**src/rtl/obstacle_queue.sv**
```systemverilog
// Scrolling cactus queue: spawns at the right edge and retires off the left edge as pos advances.
// cactus_on and hit are registered one cycle after their query inputs; halt freezes spawn, retire and the LFSR.
module obstacle_queue #(
    parameter int SCREEN_W = 640,
    parameter int CACTUS_W = 16,
    parameter int CACTUS_H = 32,
    parameter int GROUND_Y = 400,
    parameter int DINO_X   = 64,
    parameter int DINO_W   = 20,
    parameter int DINO_H   = 40,
    parameter int MIN_GAP  = 200,
    parameter int DEPTH    = 4
) (
    input  logic        clk,
    input  logic        reset_n,
    input  logic        restart,
    input  logic        halt,
    input  logic [10:0] pos,
    input  logic [9:0]  pixel_x,
    input  logic [9:0]  pixel_y,
    input  logic [9:0]  dino_y,
    output logic        cactus_on,
    output logic        hit,
    output logic [2:0]  count
);
    localparam int PW = (DEPTH > 1) ? $clog2(DEPTH) : 1;
    localparam logic [7:0] LFSR_SEED = 8'hA5;
    localparam logic signed [11:0] CW12   = 12'(CACTUS_W);
    localparam logic signed [11:0] CY_TOP = 12'(GROUND_Y - CACTUS_H);
    localparam logic signed [11:0] CY_BOT = 12'(GROUND_Y);
    localparam logic signed [11:0] DX_L   = 12'(DINO_X);
    localparam logic signed [11:0] DX_R   = 12'(DINO_X + DINO_W);
    localparam logic signed [11:0] DH12   = 12'(DINO_H);

    typedef enum logic [1:0] {S_EMPTY, S_RUN, S_HALTED} state_t;

    state_t            state;
    logic [10:0]       slot_x [DEPTH];
    logic [DEPTH-1:0]  slot_vld;
    logic [PW-1:0]     head, tail, tail_last;
    logic [10:0]       pos_q;
    logic [7:0]        lfsr;

    logic              step, active, retire, spawn, lfsr_fb;
    logic [10:0]       head_edge, tail_sx, spawn_lim;
    logic [2:0]        cnt_nxt;
    logic              on_nxt, hit_nxt;

    function automatic logic [PW-1:0] ptr_inc(input logic [PW-1:0] p);
        return (p == PW'(DEPTH - 1)) ? '0 : p + 1'b1;
    endfunction

    assign step      = (pos != pos_q);
    assign active    = step && !halt && (state != S_HALTED);
    assign tail_last = (tail == '0) ? PW'(DEPTH - 1) : tail - 1'b1;
    assign head_edge = slot_x[head] + 11'(CACTUS_W) - pos;
    assign tail_sx   = slot_x[tail_last] - pos;
    assign spawn_lim = 11'(SCREEN_W - MIN_GAP) - {4'd0, lfsr[6:0]};
    assign lfsr_fb   = lfsr[7] ^ lfsr[5] ^ lfsr[4] ^ lfsr[3];

    // head_edge >= 1024 means bit 10 set: the right edge of the head cactus has left the screen
    assign retire = active && (count != 3'd0) && (head_edge >= 11'd1024);
    // a retiring head frees its slot, so a full queue can still accept a spawn in the same step
    assign spawn  = active && ((count == 3'd0) ||
                    (((count < 3'(DEPTH)) || retire) && (tail_sx <= spawn_lim)));
    assign cnt_nxt = count + {2'd0, spawn} - {2'd0, retire};

    always_comb begin
        logic signed [11:0] sx, px, py, dy;
        logic [10:0] d;
        logic pix_band, dino_band;
        on_nxt  = 1'b0;
        hit_nxt = 1'b0;
        sx = '0;
        d  = '0;
        px = signed'({2'b00, pixel_x});
        py = signed'({2'b00, pixel_y});
        dy = signed'({2'b00, dino_y});
        pix_band  = (py >= CY_TOP) && (py < CY_BOT);
        dino_band = (dy < CY_BOT) && ((dy + DH12) > CY_TOP);
        for (int i = 0; i < DEPTH; i++) begin
            d  = slot_x[i] - pos;
            sx = signed'({d[10], d});
            if (slot_vld[i] && pix_band && (px >= sx) && (px < sx + CW12))
                on_nxt = 1'b1;
            if (slot_vld[i] && dino_band && (sx < DX_R) && ((sx + CW12) > DX_L))
                hit_nxt = 1'b1;
        end
    end

    always_ff @(posedge clk) begin
        if (spawn)
            slot_x[tail] <= pos + 11'(SCREEN_W);
    end

    always_ff @(posedge clk or negedge reset_n) begin
        if (!reset_n) begin
            state     <= S_EMPTY;
            head      <= '0;
            tail      <= '0;
            count     <= 3'd0;
            slot_vld  <= '0;
            pos_q     <= 11'd0;
            lfsr      <= LFSR_SEED;
            cactus_on <= 1'b0;
            hit       <= 1'b0;
        end else begin
            pos_q <= pos;
            if (restart) begin
                state     <= S_EMPTY;
                head      <= '0;
                tail      <= '0;
                count     <= 3'd0;
                slot_vld  <= '0;
                lfsr      <= LFSR_SEED;
                cactus_on <= 1'b0;
                hit       <= 1'b0;
            end else begin
                cactus_on <= on_nxt;
                hit       <= hit_nxt;
                if (state == S_HALTED) begin
                    if (!halt)
                        state <= (count == 3'd0) ? S_EMPTY : S_RUN;
                end else if (halt) begin
                    state <= S_HALTED;
                end else if (step) begin
                    lfsr <= {lfsr[6:0], lfsr_fb};
                    if (retire) begin
                        slot_vld[head] <= 1'b0;
                        head           <= ptr_inc(head);
                    end
                    if (spawn) begin
                        slot_vld[tail] <= 1'b1;
                        tail           <= ptr_inc(tail);
                    end
                    count <= cnt_nxt;
                    state <= (cnt_nxt == 3'd0) ? S_EMPTY : S_RUN;
                end
            end
        end
    end
endmodule

```
**config.mk**
```make
export PLATFORM = sky130hd
export DESIGN_NAME = obstacle_queue
export DESIGN_NICKNAME = d
export VERILOG_FILES = /design/src/rtl/obstacle_queue.sv
export SDC_FILE = /design/constraint.sdc
export NUM_CORES = 1
export LEC_CHECK = 0
export CORE_MARGIN = 5
export CORE_UTILIZATION = 55
export CTS_CLUSTER_SIZE = 25
export DETAILED_ROUTE_END_ITERATION = 8
export PLACE_DENSITY = 0.82
export SETUP_SLACK_MARGIN = 0.3
export SLEW_MARGIN = 20
export SYNTH_ARGS = -nofsm -noshare
export SYNTH_HDL_FRONTEND = slang
export SYNTH_SLANG_ARGS = --single-unit
```
**constraint.sdc**
```tcl
create_clock -name clk -period 7.1 [get_ports clk]
set_clock_uncertainty 0.2 [all_clocks]
set_input_delay 1.42 -clock clk [delete_from_list [all_inputs] [get_ports clk]]
set_output_delay 1.42 -clock clk [all_outputs]
set_load 0.02 [all_outputs]
```
==> results.md, run 1 <==
* Outcome: complete, no violations
* DP Area at ~9700 um^2
* Clk root buf: clkbuf_16
* CTS tree: done
* Placer congestion estimate at approximately 0.97
* Via-per-instance ratio at around 6.1
* Syn Nets at 1145
* DR WL/cell at between 15 and 20 um
* Sum Neg Setup Slack at 0 ns
* Die W at 137.1 um
* Worst slew pin tran at ~0.81 ns
* Post-synth top flop: edfxtp_1
* Max-slew headroom at 0.4597
* H-Tree Depth at 3
* Initial antenna violation count at 0
* Initial Utilization at 0.5595
* Hold Path Class: reg -> reg
* Worst setup slack after layout at just under 0.5 ns
* CP required at around 7.2 ns
* RSZ-0062 raised after global routing: false
* Synth Instances at slightly above 900
* CP Capture Type: register
* Post-CTS Hold Buffers at 0
* Final Hold Fails at 0
* CP delay by family, top: adder cells
* First-pass GRT wire length at approximately 37000 um
* Final wirelength at roughly 24000 um
* Most frequent CP cell: ha_1
* Design Area, Final at approximately 10000 um^2
* Area delta synth->final at 14.32%
* DRC violations left at 0
* Hold WS at between 0.3 and 0.4 ns
* Synth Register Bits at just under 80
* Dpl ws at approximately 0.05 ns
* Post-synth ARST share at 0.4359
* VDD IR max at approximately 0.2 mV
* Die ar. at between 15000 and 20000 um^2
* DP HPWL at 18090 um
* Power Density at between 200 and 250 nW/um^2
* GR Util All Layers at 0.2538
* Worst-Skew Late Latency at roughly 0.35 ns
* Vias in the first global route at just over 7000
* CTS Buf Count at 9
* Highest Clock Rate at about 150 MHz
* GR Overflow Total at 0
* Final Total Pwr at 2.259 mW
* Post-synthesis sequential area ratio at 0.2450
* Ports at 50
* Via Count at roughly 7500
* 1st-iter DRT viols at a little over 600
* Final setup viols at 0
* Max incr delay on CP at roughly 0.49 ns
* Share of layout cells above drive strength 1 at 0.1197
* Fin nets at around 1200
* Final period utilization at 0.9313
* Buf/Inv on CP at 5
* Slew Viols, Final at 0
* YS warnings at 0
* Yosys cell types at between 70 and 80
* Syn_area_per_cell at roughly 9.5 um^2
* Max-cap viol count at 0
* Min Tclk post-route at 6.613 ns
* Filler cell count at between 1000 and 1500
* Diodes inserted at 0
* Maximum buffer depth of the clock tree at 2
* Register Area at ~2200 um^2
* TritonRoute pass-1 iters at 5
* Pin count of the biggest net entering global routing at 35
* CP Launch Type: input pin
* Commonest non-fill, non-tap cell in the layout: ha_1
* Post-synth EDFFs at between 40 and 50
* Row count at 46
* CP Class: in -> reg
* Core area at 15890 um^2
* Clock net sink count at 78
* Crit-path max FO at 3
* Die Ht at between 100 and 150 um
* CP max stage cell: clkdlybuf4s50_1
* Area of the multi-input gates at 6392 um^2
* Commonest non-fill, non-tap cells in the layout: 162 x ha_1, 78 x inv_1, 65 x xnor2_1, 57 x a21oi_1, 53 x nand2_1
* Antenna viol nets, final at 0
* CP arrival at 6.66 ns
* Mapped Area at roughly 9000 um^2
* CTS clk-pin slew, worst paths at 0.06 ns
* Leakage power at 4.412 nW
* Port Buffers at between 40 and 50
[registers in the layout, indices dropped and copies added, names as in the netlist]
name	cells
lfsr	8
head	2
tail	2
cactus_on	1
hit	1
count	3
pos_q	11
state	2
slot_x	44
slot_vld	4
[through the flow]
stage	std cells	util
2_1_floorplan	931	-
3_3_place_gp	1197	0.6103
3_5_place_dp	1197	0.6103
4_1_cts	1213	0.6294
5_1_grt	1227	0.6396
6_report	1227	0.6396
[cells in the mapped netlist, types with 6 or more instances]
| cell | number | area [um^2] |
|---|---|---|
| a31oi_1 | 12 | 75.07 |
| nand3_1 | 14 | 70.07 |
| edfxtp_1 | 44 | 1321 |
| mux2i_1 | 11 | 110.1 |
| and3_1 | 6 | 37.54 |
| clkbuf_1 | 8 | 30.03 |
| o21a_1 | 9 | 67.56 |
| o211ai_1 | 13 | 97.59 |
| mux4_2 | 22 | 495.5 |
| nand2b_1 | 17 | 106.4 |
| o21ai_0 | 46 | 230.2 |
| xnor2_1 | 65 | 569.3 |
| a21oi_1 | 58 | 290.3 |
| nor2b_1 | 18 | 112.6 |
| nor2_1 | 51 | 191.4 |
| fa_1 | 6 | 120.1 |
| dfrtp_1 | 30 | 750.7 |
| xor2_1 | 28 | 245.2 |
| a31o_2 | 9 | 78.83 |
| inv_1 | 78 | 292.8 |
| o2111ai_1 | 6 | 52.55 |
| a21o_1 | 15 | 112.6 |
| nand2_1 | 53 | 198.9 |
| nor4_1 | 6 | 37.54 |
| a211oi_1 | 8 | 60.06 |
| and2_1 | 6 | 37.54 |
| o21ai_1 | 6 | 30.03 |
| ha_1 | 163 | 2039 |
| nor3_1 | 25 | 125.1 |
| nand4_1 | 10 | 62.56 |
[repair_timing]
action | 4_1_cts | 5_1_grt
setup endpoints to repair | 1 | 3
endpoints found under the hold margin | 0 | 0
resized for setup | 2 | 17
gates cloned | 0 | 0
pin swaps | 0 | 7
buffers inserted | 0 | 14
[power by group]
part	internal, mW	switching (mW)	total, mW
Clock	0.273	0.191	0.464
Combinational	0.555	0.672	1.23
Sequential	0.527	0.0415	0.568
Total	1.35	0.905	2.26
[path summary, 6_finish.rpt]
check | depth (start not counted) | from | slack, ns | end
worst max-delay path | 31 | pos[0] | 0.49 | state[0]$_DFFE_PN0P_
worst min register to register | 2 | state[1]$_DFFE_PN0P_ | 0.33 | state[1]$_DFFE_PN0P_
worst max register to register | 35 | tail[0]$_DFFE_PN0P_ | 0.51 | state[0]$_DFFE_PN0P_
worst min-delay path | 2 | state[1]$_DFFE_PN0P_ | 0.33 | state[1]$_DFFE_PN0P_
min in group asynchronous | 1 | reset_n | 0.96 | head[1]$_DFFE_PN0P_
max in group asynchronous | 1 | reset_n | 5.17 | tail[0]$_DFFE_PN0P_
[per-layer routing]
metal	routed length [um]	up-vias	global-route usage
li1	-	3584	-
met1	9730	3573	0.3347
met2	11170	299	0.4161
met3	1714	78	0.03566
met4	953	0	0.1114
met5	0	-	0
[cell type report]
class                           instances  share of cell area
Clock inverter                          7            0.007143
Timing Repair Buffer                   80             0.07094
Clock buffer                            9             0.02217
Multi-Input combinational cell        757              0.6292
Sequential cell                        78              0.2144
Inverter                               80             0.02956
Tap cell                              216             0.02660
[cell families (layout without fill, tap and decap cells)]
family	count (synthesis)	in the layout	share of synthesized area
muxes	35	35	0.07068
xor gates and xnor gates	96	96	0.09714
buffers and inverters	96	176	0.04125
AOI/OAI and AO/OA	219	219	0.1623
DFF	78	78	0.2450
and+or+nand+nor	238	238	0.1406
adders and majority gates	169	169	0.2430
[worst register-to-register path: cells and delay by family (launching register included)]
family,cells,cell delay [ns]
multiplexers,4,1.01
flip-flops,1,0.40
AO/OA/AOI/OAI,7,1.13
adder cells (fa/ha/maj),7,1.76
AND/OR/NAND/NOR,8,1.10
buffers and inverters,6,0.45
XOR/XNOR,3,0.45
Note: power is estimated with default switching activity, not from simulation.
==> run 2, diff against run 1 <==
==> constraint.sdc (replaced) <==
create_clock -name clk -period 7.1 [get_ports clk]
set_clock_uncertainty 0.2 [all_clocks]
set_input_delay 1.775 -clock clk [delete_from_list [all_inputs] [get_ports clk]]
set_output_delay 1.775 -clock clk [all_outputs]
set_load 0.02 [all_outputs]
==> results.md, run 2 (synthesized netlist as in run 1, its figures left out) <==
* Min Tclk post-route at between 6 and 7 ns
* Diodes inserted at 0
* GR Overflow Total at 0
* Leakage power at about 4.5 nW
* R2R Setup Slk at between 0.5 and 0.6 ns
* Filler cell count at around 1300
* 1st-iter DRT viols at roughly 660
* Worst-Skew Late Latency at 0.34 ns
* Die Ht at between 100 and 150 um
* Core area at between 15000 and 20000 um^2
* First-pass GRT wire length at between 30000 and 40000 um
* Maximum buffer depth of the clock tree at 2
* Clk root buf: clkbuf_16
* CTS clk-pin slew, worst paths at roughly 0.060 ns
* TritonRoute pass-1 iters at 5
* Largest Register: slot_x
* Hold Path Class: reg -> reg
* Area delta synth->final at 16.29%
* RSZ-0062 raised after global routing: false
* Commonest non-fill, non-tap cells in the layout: 157 x ha_1, 72 x inv_1, 64 x xnor2_1, 56 x a21oi_1, 53 x nand2_1
* Final Total Pwr at around 2.4 mW
* Number of flip-flops in the largest register at 44
* Pin count of the biggest net entering global routing at 35
* Commonest non-fill, non-tap cell in the layout: ha_1
* Die ar. at roughly 19000 um^2
* Final Hold Fails at 0
* Fin nets at approximately 1200
* Highest Clock Rate at approximately 150 MHz
* R2r startpoint: tail[1]$_DFFE_PN0P_
* Post-CTS Hold Buffers at 0
* Crit-path max FO at 3
* CP arrival at 6.65 ns
* DRC violations left at 0
* Via Count at 7589
* Final wirelength at roughly 24000 um
* Top Registers: slot_x x44, pos_q x11, lfsr x8
* Cells on Worst Hold Path at 2
* Sum Neg Setup Slack at 0 ns
* Power Density at around 230 nW/um^2
* Util after Layout at 0.6506
* CTS tree: done
* Row count at 46
* Min-Delay Endpoint: lfsr[0]$_DFFE_PN1P_
* Port Buffers at 45
* Share of layout cells above drive strength 1 at 0.1427
* DR WL/cell at around 19 um
* GR Util All Layers at 0.2509
* Clock net sink count at about 80
* Worst slew pin tran at about 0.82 ns
* Via-per-instance ratio at slightly above 6
* H-Tree Depth at 3
* VDD IR max at roughly 0.15 mV
* CTS Buf Count at 9
* Antenna viol nets, final at 0
* Max-slew headroom at 0.4536
* Die W at approximately 140 um
* Initial antenna violation count at 0
* Vias in the first global route at 7238
* Hold_sp: lfsr[0]$_DFFE_PN1P_
* Outcome: complete, no violations
* CP Capture Type: register
* Final setup viols at 0
* Worst reg2reg path depth at 35
* CP Launch Type: input pin
* DP HPWL at ~18000 um
* CP Class: in -> reg
* Max-cap viol count at 0
* Slew Viols, Final at 0
* Placer congestion estimate at 0.9767
* CP required at between 7 and 8 ns
* Reg2reg end: state[0]$_DFFE_PN0P_
* Ports at 50
* Initial Utilization at 0.5595
* Final period utilization at 0.9283
==> run 2: cell count changes in the layout (fill, tap and decap cells not counted), moves of 4 or more <==
cell	before	now
inv_1	78	72
buf_4	34	39
ha_4	1	5
ha_1	162	157
inv_2	2	8
==> run 2: cell type report <==
type,count,area [um^2],share of cell area
Tap cell,216,270.3,0.02615
Timing Repair Buffer,85,757.0,0.07324
Multi-Input combinational cell,757,6506,0.6295
Clock buffer,9,225.2,0.02179
Inverter,80,300.3,0.02906
Clock inverter,7,97.59,0.009443
Sequential cell,78,2178,0.2108
==> run 2: layer usage <==
metal | part of all wire | global-route usage
met1 | 0.41 | 0.3340
met2 | 0.47 | 0.4223
met3 | 0.080 | 0.03824
met4 | 0.034 | 0.07594
met5 | 0 | 0
==> run 2: worst max path at each step <==
| stage | start | to | cells past startpoint |
|---|---|---|---|
| 2_1_floorplan | tail[0]$_DFFE_PN0P_ | state[0]$_DFFE_PN0P_ | 36 |
| 3_3_place_gp | pos[0] | state[0]$_DFFE_PN0P_ | 31 |
| 3_5_place_dp | pos[0] | state[0]$_DFFE_PN0P_ | 31 |
| 4_1_cts | pos[1] | state[0]$_DFFE_PN0P_ | 30 |
| 5_1_grt | tail[1]$_DFFE_PN0P_ | state[0]$_DFFE_PN0P_ | 35 |
| 6_report | pos[3] | state[0]$_DFFE_PN0P_ | 28 |
==> run 2: what timing repair did <==
item,4_1_cts,5_1_grt
pin swaps,4,21
gates resized for setup,14,33
buffers inserted,2,7
endpoints found under the hold margin,0,0
setup endpoints to repair,2,3
==> run 2: per-stage QoR <==
stage          setup WS (ns)  instance area, um^2  std cells  hold slack (ns)
3_5_place_dp         -0.1700                 9769       1207           0.3319
6_report              0.5090                10330       1232           0.3369
2_1_floorplan         0.3462                 8887        931           0.2789
5_1_grt               0.2545                10330       1232           0.3549
3_3_place_gp        -0.05774                 9769       1207           0.3008
4_1_cts               0.3005                10140       1225           0.3391
==> run 2: worst max-delay path: stages <==
cell	delay, ns
clkdlybuf4s50_1	0.49
inv_1	0.08
ha_4	0.29
a21boi_4	0.20
o21ai_2	0.09
buf_4	0.15
a211oi_4	0.23
xor2_1	0.10
ha_1	0.31
nand4_1	0.17
a21oi_2	0.17
o22ai_2	0.10
o21ai_1	0.15
o211ai_1	0.13
a31oi_2	0.29
nor3_4	0.07
inv_2	0.08
ha_4	0.19
inv_1	0.06
ha_2	0.16
inv_2	0.04
fa_2	0.37
xor2_2	0.17
xnor2_1	0.15
nand3b_1	0.09
mux2i_1	0.07
mux2_4	0.30
nor3_2	0.16
==> run 2: power breakdown <==
part	switching (mW)	internal [mW]
registers	0.0450	0.527
clock network	0.190	0.309
logic	0.698	0.589
